`src/rtl/sw_job_arbiter_if.sv`:
```
// Job request, response and core-side signal bundle for sw_job_arbiter.
// slave: arbiter view; master: host + scoring core view.
interface sw_job_arbiter_if #(
  parameter int NUM_REQ = 2
);
  logic [NUM_REQ-1:0]    req_valid;
  logic [NUM_REQ-1:0]    req_ready;
  logic [NUM_REQ*12-1:0] req_q;
  logic [NUM_REQ*20-1:0] req_r;
  logic                  resp_valid;
  logic                  resp_ready;
  logic [1:0]            resp_id;
  logic [4:0]            resp_result;
  logic                  resp_timeout;
  logic [7:0]            jobs_done;
  logic                  sw_reset;
  logic                  sw_start;
  logic [11:0]           sw_q;
  logic [19:0]           sw_r;
  logic [4:0]            sw_result;
  logic                  sw_done;

  modport slave (
    input  req_valid, req_q, req_r,
    input  resp_ready, sw_result, sw_done,
    output req_ready, resp_valid, resp_id,
    output resp_result, resp_timeout, jobs_done,
    output sw_reset, sw_start, sw_q, sw_r
  );

  modport master (
    output req_valid, req_q, req_r,
    output resp_ready, sw_result, sw_done,
    input  req_ready, resp_valid, resp_id,
    input  resp_result, resp_timeout, jobs_done,
    input  sw_reset, sw_start, sw_q, sw_r
  );
endinterface

```
`src/rtl/sw_job_arbiter.sv`:
```
// Round-robin scheduler sharing one Smith-Waterman core among requesters.
// Ports: clock, reset (async active-low), bus (jobs, responses, core side).
module sw_job_arbiter #(
  parameter int NUM_REQ      = 2,
  parameter int START_CYCLES = 12,
  parameter int TIMEOUT      = 64
) (
  input  logic           clock,
  input  logic           reset,
  sw_job_arbiter_if.slave bus
);

  typedef enum logic [2:0] {
    IDLE, LOAD, RUN, WAIT, RESP
  } state_t;

  localparam logic [15:0] RUN_LAST  = 16'(START_CYCLES - 1);
  localparam logic [15:0] WAIT_LAST = 16'(TIMEOUT - 1);
  localparam logic [1:0]  LAST_ID   = 2'(NUM_REQ - 1);

  state_t      state;
  logic [1:0]  prio;
  logic [1:0]  gnt;
  logic        found;
  logic [15:0] cnt;
  logic [11:0] sel_q;
  logic [19:0] sel_r;

  // Lowest valid index overall, overridden by the lowest
  // valid index at or above prio: a wrap-around scan.
  always_comb begin
    found = |bus.req_valid;
    gnt   = '0;
    for (int i = NUM_REQ - 1; i >= 0; i--)
      if (bus.req_valid[i])
        gnt = 2'(i);
    for (int i = NUM_REQ - 1; i >= 0; i--)
      if (bus.req_valid[i] && 2'(i) >= prio)
        gnt = 2'(i);
  end

  always_comb begin
    sel_q         = '0;
    sel_r         = '0;
    bus.req_ready = '0;
    for (int i = 0; i < NUM_REQ; i++) begin
      if (gnt == 2'(i)) begin
        sel_q = bus.req_q[12*i +: 12];
        sel_r = bus.req_r[20*i +: 20];
      end
      bus.req_ready[i] = reset && state == IDLE
                         && bus.req_valid[i]
                         && gnt == 2'(i);
    end
  end

  always_ff @(posedge clock or negedge reset) begin
    if (!reset) begin
      state            <= IDLE;
      prio             <= '0;
      cnt              <= '0;
      bus.resp_valid   <= 1'b0;
      bus.resp_id      <= '0;
      bus.resp_result  <= '0;
      bus.resp_timeout <= 1'b0;
      bus.jobs_done    <= '0;
      bus.sw_reset     <= 1'b1;
      bus.sw_start     <= 1'b0;
      bus.sw_q         <= '0;
      bus.sw_r         <= '0;
    end else begin
      unique case (state)
        IDLE: begin
          bus.sw_reset <= 1'b0;
          if (found) begin
            bus.sw_q     <= sel_q;
            bus.sw_r     <= sel_r;
            bus.resp_id  <= gnt;
            prio         <= (gnt == LAST_ID) ? 2'd0
                                             : gnt + 2'd1;
            bus.sw_reset <= 1'b1;
            state        <= LOAD;
          end
        end
        LOAD: begin
          bus.sw_reset <= 1'b0;
          bus.sw_start <= 1'b1;
          cnt          <= '0;
          state        <= RUN;
        end
        RUN: begin
          if (cnt == RUN_LAST) begin
            bus.sw_start <= 1'b0;
            cnt          <= '0;
            state        <= WAIT;
          end else begin
            cnt <= cnt + 16'd1;
          end
        end
        WAIT: begin
          if (bus.sw_done) begin
            bus.resp_result  <= bus.sw_result;
            bus.resp_timeout <= 1'b0;
            bus.resp_valid   <= 1'b1;
            state            <= RESP;
          end else if (cnt == WAIT_LAST) begin
            // Abort: kick the core back to a clean state.
            bus.resp_result  <= '0;
            bus.resp_timeout <= 1'b1;
            bus.resp_valid   <= 1'b1;
            bus.sw_reset     <= 1'b1;
            state            <= RESP;
          end else begin
            cnt <= cnt + 16'd1;
          end
        end
        RESP: begin
          bus.sw_reset <= 1'b0;
          if (bus.resp_ready) begin
            bus.resp_valid <= 1'b0;
            bus.jobs_done  <= bus.jobs_done + 8'd1;
            state          <= IDLE;
          end
        end
        default: state <= IDLE;
      endcase
    end
  end

endmodule
```
`src/flat_wrapper.sv`:
```
// flat-port wrapper written by rule: the top's interface ports become plain ports
module sw_job_arbiter_flat 
#(
  parameter int NUM_REQ      = 2,
  parameter int START_CYCLES = 12,
  parameter int TIMEOUT      = 64
)
  (clock, reset, bus_req_valid, bus_req_q, bus_req_r, bus_resp_ready, bus_sw_result, bus_sw_done, bus_req_ready, bus_resp_valid, bus_resp_id, bus_resp_result, bus_resp_timeout, bus_jobs_done, bus_sw_reset, bus_sw_start, bus_sw_q, bus_sw_r);
  sw_job_arbiter_if #(.NUM_REQ(NUM_REQ)) bus_i ();
  input  logic clock;
  input  logic reset;
  input wire logic [$bits(bus_i.req_valid)-1:0] bus_req_valid;
  input wire logic [$bits(bus_i.req_q)-1:0] bus_req_q;
  input wire logic [$bits(bus_i.req_r)-1:0] bus_req_r;
  input wire logic [$bits(bus_i.resp_ready)-1:0] bus_resp_ready;
  input wire logic [$bits(bus_i.sw_result)-1:0] bus_sw_result;
  input wire logic [$bits(bus_i.sw_done)-1:0] bus_sw_done;
  output wire logic [$bits(bus_i.req_ready)-1:0] bus_req_ready;
  output wire logic [$bits(bus_i.resp_valid)-1:0] bus_resp_valid;
  output wire logic [$bits(bus_i.resp_id)-1:0] bus_resp_id;
  output wire logic [$bits(bus_i.resp_result)-1:0] bus_resp_result;
  output wire logic [$bits(bus_i.resp_timeout)-1:0] bus_resp_timeout;
  output wire logic [$bits(bus_i.jobs_done)-1:0] bus_jobs_done;
  output wire logic [$bits(bus_i.sw_reset)-1:0] bus_sw_reset;
  output wire logic [$bits(bus_i.sw_start)-1:0] bus_sw_start;
  output wire logic [$bits(bus_i.sw_q)-1:0] bus_sw_q;
  output wire logic [$bits(bus_i.sw_r)-1:0] bus_sw_r;
  assign bus_i.req_valid = bus_req_valid;
  assign bus_i.req_q = bus_req_q;
  assign bus_i.req_r = bus_req_r;
  assign bus_i.resp_ready = bus_resp_ready;
  assign bus_i.sw_result = bus_sw_result;
  assign bus_i.sw_done = bus_sw_done;
  assign bus_req_ready = bus_i.req_ready;
  assign bus_resp_valid = bus_i.resp_valid;
  assign bus_resp_id = bus_i.resp_id;
  assign bus_resp_result = bus_i.resp_result;
  assign bus_resp_timeout = bus_i.resp_timeout;
  assign bus_jobs_done = bus_i.jobs_done;
  assign bus_sw_reset = bus_i.sw_reset;
  assign bus_sw_start = bus_i.sw_start;
  assign bus_sw_q = bus_i.sw_q;
  assign bus_sw_r = bus_i.sw_r;
  sw_job_arbiter #(.NUM_REQ(NUM_REQ), .START_CYCLES(START_CYCLES), .TIMEOUT(TIMEOUT)) u_core (.clock(clock), .reset(reset), .bus(bus_i));
endmodule
```
`config.mk`:
```
export PLATFORM = sky130hd
export DESIGN_NAME = sw_job_arbiter_flat
export DESIGN_NICKNAME = d
export VERILOG_FILES = /design/src/rtl/sw_job_arbiter_if.sv /design/src/rtl/sw_job_arbiter.sv /design/src/flat_wrapper.sv
export SDC_FILE = /design/constraint.sdc
export NUM_CORES = 1
export LEC_CHECK = 0
export BUFFER_PORTS_ARGS = -buffer_cell sky130_fd_sc_hd__buf_2
export CELL_PAD_IN_SITES_DETAIL_PLACEMENT = 1
export CELL_PAD_IN_SITES_GLOBAL_PLACEMENT = 1
export CORE_ASPECT_RATIO = 0.8
export CORE_MARGIN = 2
export CORE_UTILIZATION = 36
export CTS_CLUSTER_DIAMETER = 50
export CTS_CLUSTER_SIZE = 14
export DETAILED_ROUTE_END_ITERATION = 10
export PLACE_DENSITY_LB_ADDON = 0.1
export SYNTH_ARGS = -nofsm -noshare
export SYNTH_HDL_FRONTEND = slang
export SYNTH_SLANG_ARGS = --single-unit
export TNS_END_PERCENT = 5
```
`constraint.sdc`:
```
create_clock -name clock -period 2.7 [get_ports clock]
set_clock_uncertainty 0.05 [all_clocks]
set_input_delay 0.135 -clock clock [delete_from_list [all_inputs] [get_ports clock]]
set_output_delay 0.135 -clock clock [all_outputs]
set_load 0.01 [all_outputs]
```
Yosys cells after proc, flatten, opt, wreduce, memory -nomap -nowiden

Cells that the tools add are included.

Flip-flop bits (word level): 72
Bits in latches: 0
Memory bits (writable): 0
Bits in read-only memories: 0
Output and inout bits: 53
Memories kept: 0

$add $sub $neg: 3
$mul: 0
Divide/modulo/power cells: 0
$lt $le $gt $ge: 2
Equal/unequal tests: 14
Shift-type cells: 0
Muxes and demuxes: 31
Bitwise logic cells: 0
Reduce and logical (&&, ||, !) cells: 24

Operators by type and width:

| kind                    | count |
|---|---|
| $mux W16                | 3 |
| $pmux W16 S3            | 1 |
| $mux W20                | 2 |
| $mux W12                | 2 |
| $add A16 B1 Y16 const B | 1 |
| $eq A16 B4 Y1 const B   | 1 |
| $eq A16 B6 Y1 const B   | 1 |
| $mux W3                 | 5 |
| $pmux W3 S5             | 1 |
| $mux W5                 | 2 |
| $reduce_and A3 Y1       | 3 |
| $add A8 B1 Y8 const B   | 1 |
| $mux W1                 | 8 |
| $mux W2                 | 4 |
| $reduce_and A2 Y1       | 4 |
| $logic_and A1 B1 Y1     | 7 |
| $eq A3 B2 Y1 const B    | 2 |
| $ne A2 B1 Y1 const B    | 3 |
| $ne A2 B2 Y1 const B    | 3 |
| $reduce_bool A2 Y1      | 3 |
| $reduce_bool A3 Y1      | 2 |
| $ge A1 B2 Y1 const A    | 2 |
| $pmux W1 S2             | 2 |
| $reduce_and A4 Y1       | 1 |
| other kinds (9)         | 10 |

Longest topological paths before layout

Word-level depth: 7
Gate-level depth with buffers: 7

Worst setup path after synthesis

OpenSTA, ideal clock, no wires.

Path kind: reg2reg
From: register u_core.cnt[0]
To: register u_core.cnt[15]
Library setup time: 0.128 ns
Arrival: 1.855 ns
Data required time: 2.522 ns
Path slack: 0.667 ns
Stages on the path, launching flop included: 7
Buffers on the path: 0
Clock period less this slack: 2.033 ns
Path through: dfrtp_1 -> ha_1 -> and3_1 -> a41oi_4 -> nor2_1 -> nor4b_1 -> mux2_1

Longest elaborated chain between the ends: 4

RTL lines:

| element                | RTL line                                    | RTL |
|---|---|---|
| start, declared        | sw_job_arbiter.sv:25                        | `logic [15:0] cnt;` |
| start signal, assigned | sw_job_arbiter.sv:97                        | `cnt <= cnt + 16'd1;` |
| start signal, assigned | sw_job_arbiter.sv:114                       | `cnt <= cnt + 16'd1;` |
| $add A16 B1 Y16        | sw_job_arbiter.sv:97, sw_job_arbiter.sv:114 |  |
| $mux W16               | sw_job_arbiter.sv:106                       | `end else if (cnt == WAIT_LAST) begin` |
| $mux W16               | sw_job_arbiter.sv:101                       | `if (bus.sw_done) begin` |
| $pmux W16 S3           | sw_job_arbiter.sv:72                        | `unique case (state)` |

Several ways; a longest one is shown, not always the timed one. The select of a mux whose other input is x is not followed.
A chain may end at the register's enable or synchronous reset.

Worst setup path after layout

From: register u_core.state[0]
To: register u_core.bus.sw_r[10]

Longest elaborated chain between the ends: 2

RTL lines:

| element                     | RTL line                | RTL |
|---|---|---|
| start, declared             | sw_job_arbiter.sv:21    | `state_t state;` |
| start signal, assigned      | sw_job_arbiter.sv:59    | `state <= IDLE;` |
| start signal, assigned      | sw_job_arbiter.sv:82    | `state <= LOAD;` |
| start signal, assigned      | sw_job_arbiter.sv:89    | `state <= RUN;` |
| $logic_not A3 Y1            | sw_job_arbiter.sv:72    |  |
| $reduce_and A2 Y1 (no line) | -                       |  |
| end signal, assigned        | sw_job_arbiter.sv:77    | `bus.sw_r <= sel_r;` |
| end, declared               | sw_job_arbiter_if.sv:28 | `output sw_reset, sw_start, sw_q, sw_r` |

No other way between the ends.

==> summary.txt <==
startpoint types -> flop
DRT antenna net count -> 0
Placed Cells -> 527
RePlAce Congestion -> 0.868
prevailing post-synth register cell -> dfrtp_1
Fmax -> 377 MHz
commonest non-fill, non-tap cells in the layout -> buf_2, dfrtp_1, dlygate4sd3_1
YS warnings -> 0
Routed WL per cell -> 19.2 um
# nets final -> 562
CTS max path bufs -> 2
Initial Util -> 0.376
Seq/Total Area, Yosys -> 0.540
fraction of layout instances using a drive strength above 1 -> 0.320
Worst-Skew Late Latency -> 0.33 ns
First-pass DRT Iterations -> 7
H-Tree Depth -> 3
fin crit period -> 2.65 ns
CP Data Arrival Time -> 2.87 ns
Slew HR -> 0.527
Clock Sinks -> 70
Core ar. -> 8630 um2
vias in the first global route -> 3504
drt via density -> 5.49
leakage power -> 2.47 nW
RSZ-0062 raised after global routing -> yes
Synth Instances -> 303
initial antenna violation count -> 0
Die X -> 110 um
global route overflow -> 0
Filler cells -> 964
residual DRC count -> 0
Hold Crit Class -> input pin to flop
Syn-to-layout area delta -> 50.8%
first-pass GRT wire length -> 17.7 mm
Layout Cells excl Fill -> 602
cell row count -> 30
Slew @ Worst Pin -> 0.707 ns
Crit Path Category -> flop to flop
io pins -> 128
Synth Register Bits -> 70
period utilization -> 0.982
mean area per synthesized cell -> 10.7 um2
Final Power -> 4.92 mW
most common library cell in the layout ignoring fill and taps -> buf_2
Initial DRC Count -> 361
final setup vio count -> 0
Post-synth EDFFs -> 0
die area -> 9790 um2
Total GRT Usage -> 0.240
crit end category -> flop
antenna cells -> 0
syn nets -> 380
clock-pin slew on the worst setup and hold paths -> 0.06 ns
Final Hold Viols -> 0
routed via count -> 3307
status -> finished, final reports clean
Root Buffer -> clkbuf_16
WHS -> 0.00759 ns
CP Data Required Time -> 2.91 ns
Post-Syn Area -> 3240 um2
crit path max fanout -> 26
worst vdd ir -> 502 uV
unique cell type count in the Yosys netlist -> 48
pin count of the biggest net entering global routing -> 51
die height -> 88.9 um
Port Buffers -> 126
MaxCap Viol Count -> 0
pwr dens -> 1010 nW/um2
Detail Placement HPWL -> 7.24 mm
total clock buffers created by CTS -> 9
async set or reset register ratio after synthesis -> 1.00
CTS tree -> done
Routed WL -> 11.6 mm
final core occ -> 0.567
Final Max Tran Viols -> 0
setup TNS -> 0 ns
==> critical path: stages (launching register included) <==
cell	delay, ns
dfrtp_1	0.48
nor3_1	0.48
and3_2	0.40
buf_4	0.34
a222oi_1	0.15
dlygate4sd3_1	0.63
inv_1	0.06
==> through the flow <==
step / area (um2) / setup WS [ns]
floorplan: 3240 / 0.667
global placement: 3990 / 0.483
detailed placement: 3990 / 0.422
CTS: 4880 / 0.0962
global route: 4890 / -0.0503
finish: 4890 / 0.0478
==> cell type report <==
cell class,instances,area [um2],area share
Tap cell,112,140,0.0287
Timing Repair Buffer,190,1270,0.260
Clock buffer,10,239,0.0489
Multi-Input combinational cell,175,1270,0.260
Sequential cell,70,1750,0.358
Inverter,39,146,0.0299
Clock inverter,6,67.6,0.0138
==> Yosys cell counts, types with 2 or more instances <==
cell type,count,area [um2]
o21ai_0,6,30.0
dfrtp_1,69,1730
nor2_1,16,60.1
nor4_1,3,18.8
or3_1,3,18.8
a22o_1,8,70.1
and2_1,3,18.8
o31ai_1,4,30.0
nand4_1,4,25.0
and4_1,2,17.5
nor4b_1,2,17.5
xor2_1,2,17.5
nor3_1,9,45.0
and3_1,6,37.5
buf_4,2,15.0
nand3_1,11,55.1
nand2_1,13,48.8
nand2b_1,3,18.8
inv_1,39,146
a21oi_1,4,20.0
ha_1,2,25.0
a222oi_1,32,320
a21o_1,3,22.5
buf_2,4,20.0
clkbuf_1,13,48.8
nor4_2,2,25.0
o21ai_1,11,55.1
xnor2_1,7,61.3
==> logic make-up after synthesis <==
logic type,share of synthesized area
and+or+nand+nor,0.143
muxes,0.0100
buffers and inverters,0.0710
adders and majority gates,0.00771
AOI/OAI and AO/OA,0.203
other,0.00116
xor gates and xnor gates,0.0243
DFF,0.540
==> path summary, 6_finish.rpt <==
kind,slack [ns],depth (start not counted),start,to
hold / removal,0.008,3,bus_req_r[37],u_core.bus.sw_r[17]
min in group asynchronous,0.27,2,reset,u_core.bus.resp_timeout
setup reg to reg,0.05,6,u_core.state[0],u_core.bus.sw_r[10]
hold reg to reg,0.42,1,u_core.bus.jobs_done[7],u_core.bus.jobs_done[7]
setup / recovery,0.05,6,u_core.state[0],u_core.bus.sw_r[10]
max in group asynchronous,1.63,3,reset,u_core.bus.sw_reset
==> sequential cells by signal, summed over array words and instances, names as in the netlist <==
| register | flops |
|---|---|
| u_core.bus.jobs_done | 8 |
| u_core.bus.resp_id | 1 |
| u_core.bus.resp_result | 5 |
| u_core.bus.resp_timeout | 1 |
| u_core.bus.resp_valid | 1 |
| u_core.bus.sw_q | 12 |
| u_core.bus.sw_r | 20 |
| u_core.bus.sw_reset | 1 |
| u_core.bus.sw_start | 1 |
| u_core.cnt | 16 |
| u_core.prio | 1 |
| u_core.state | 3 |
==> metal layers <==
metal / GRT usage / wire, um
met5: 0 / 0
met4: 0.0795 / 294
met3: 0.0561 / 699
met2: 0.417 / 5820
met1: 0.296 / 4760
==> power breakdown <==
group | leakage [nW] | switching [mW] | internal (mW)
registers | 0.896 | 0.276 | 1.41
clock network | 0.145 | 0.462 | 0.745
logic | 1.43 | 1.07 | 0.964
total | 2.47 | 1.81 | 3.12
==> repair_timing <==
item | CTS | global route
setup endpoints to repair | 0 | 10
hold buffers | 59 | 0
endpoints found under the hold margin | 55 | 0
buffers inserted | 0 | 0
resized for setup | 0 | 2
No activity file was read; power rests on OpenSTA's default activity.
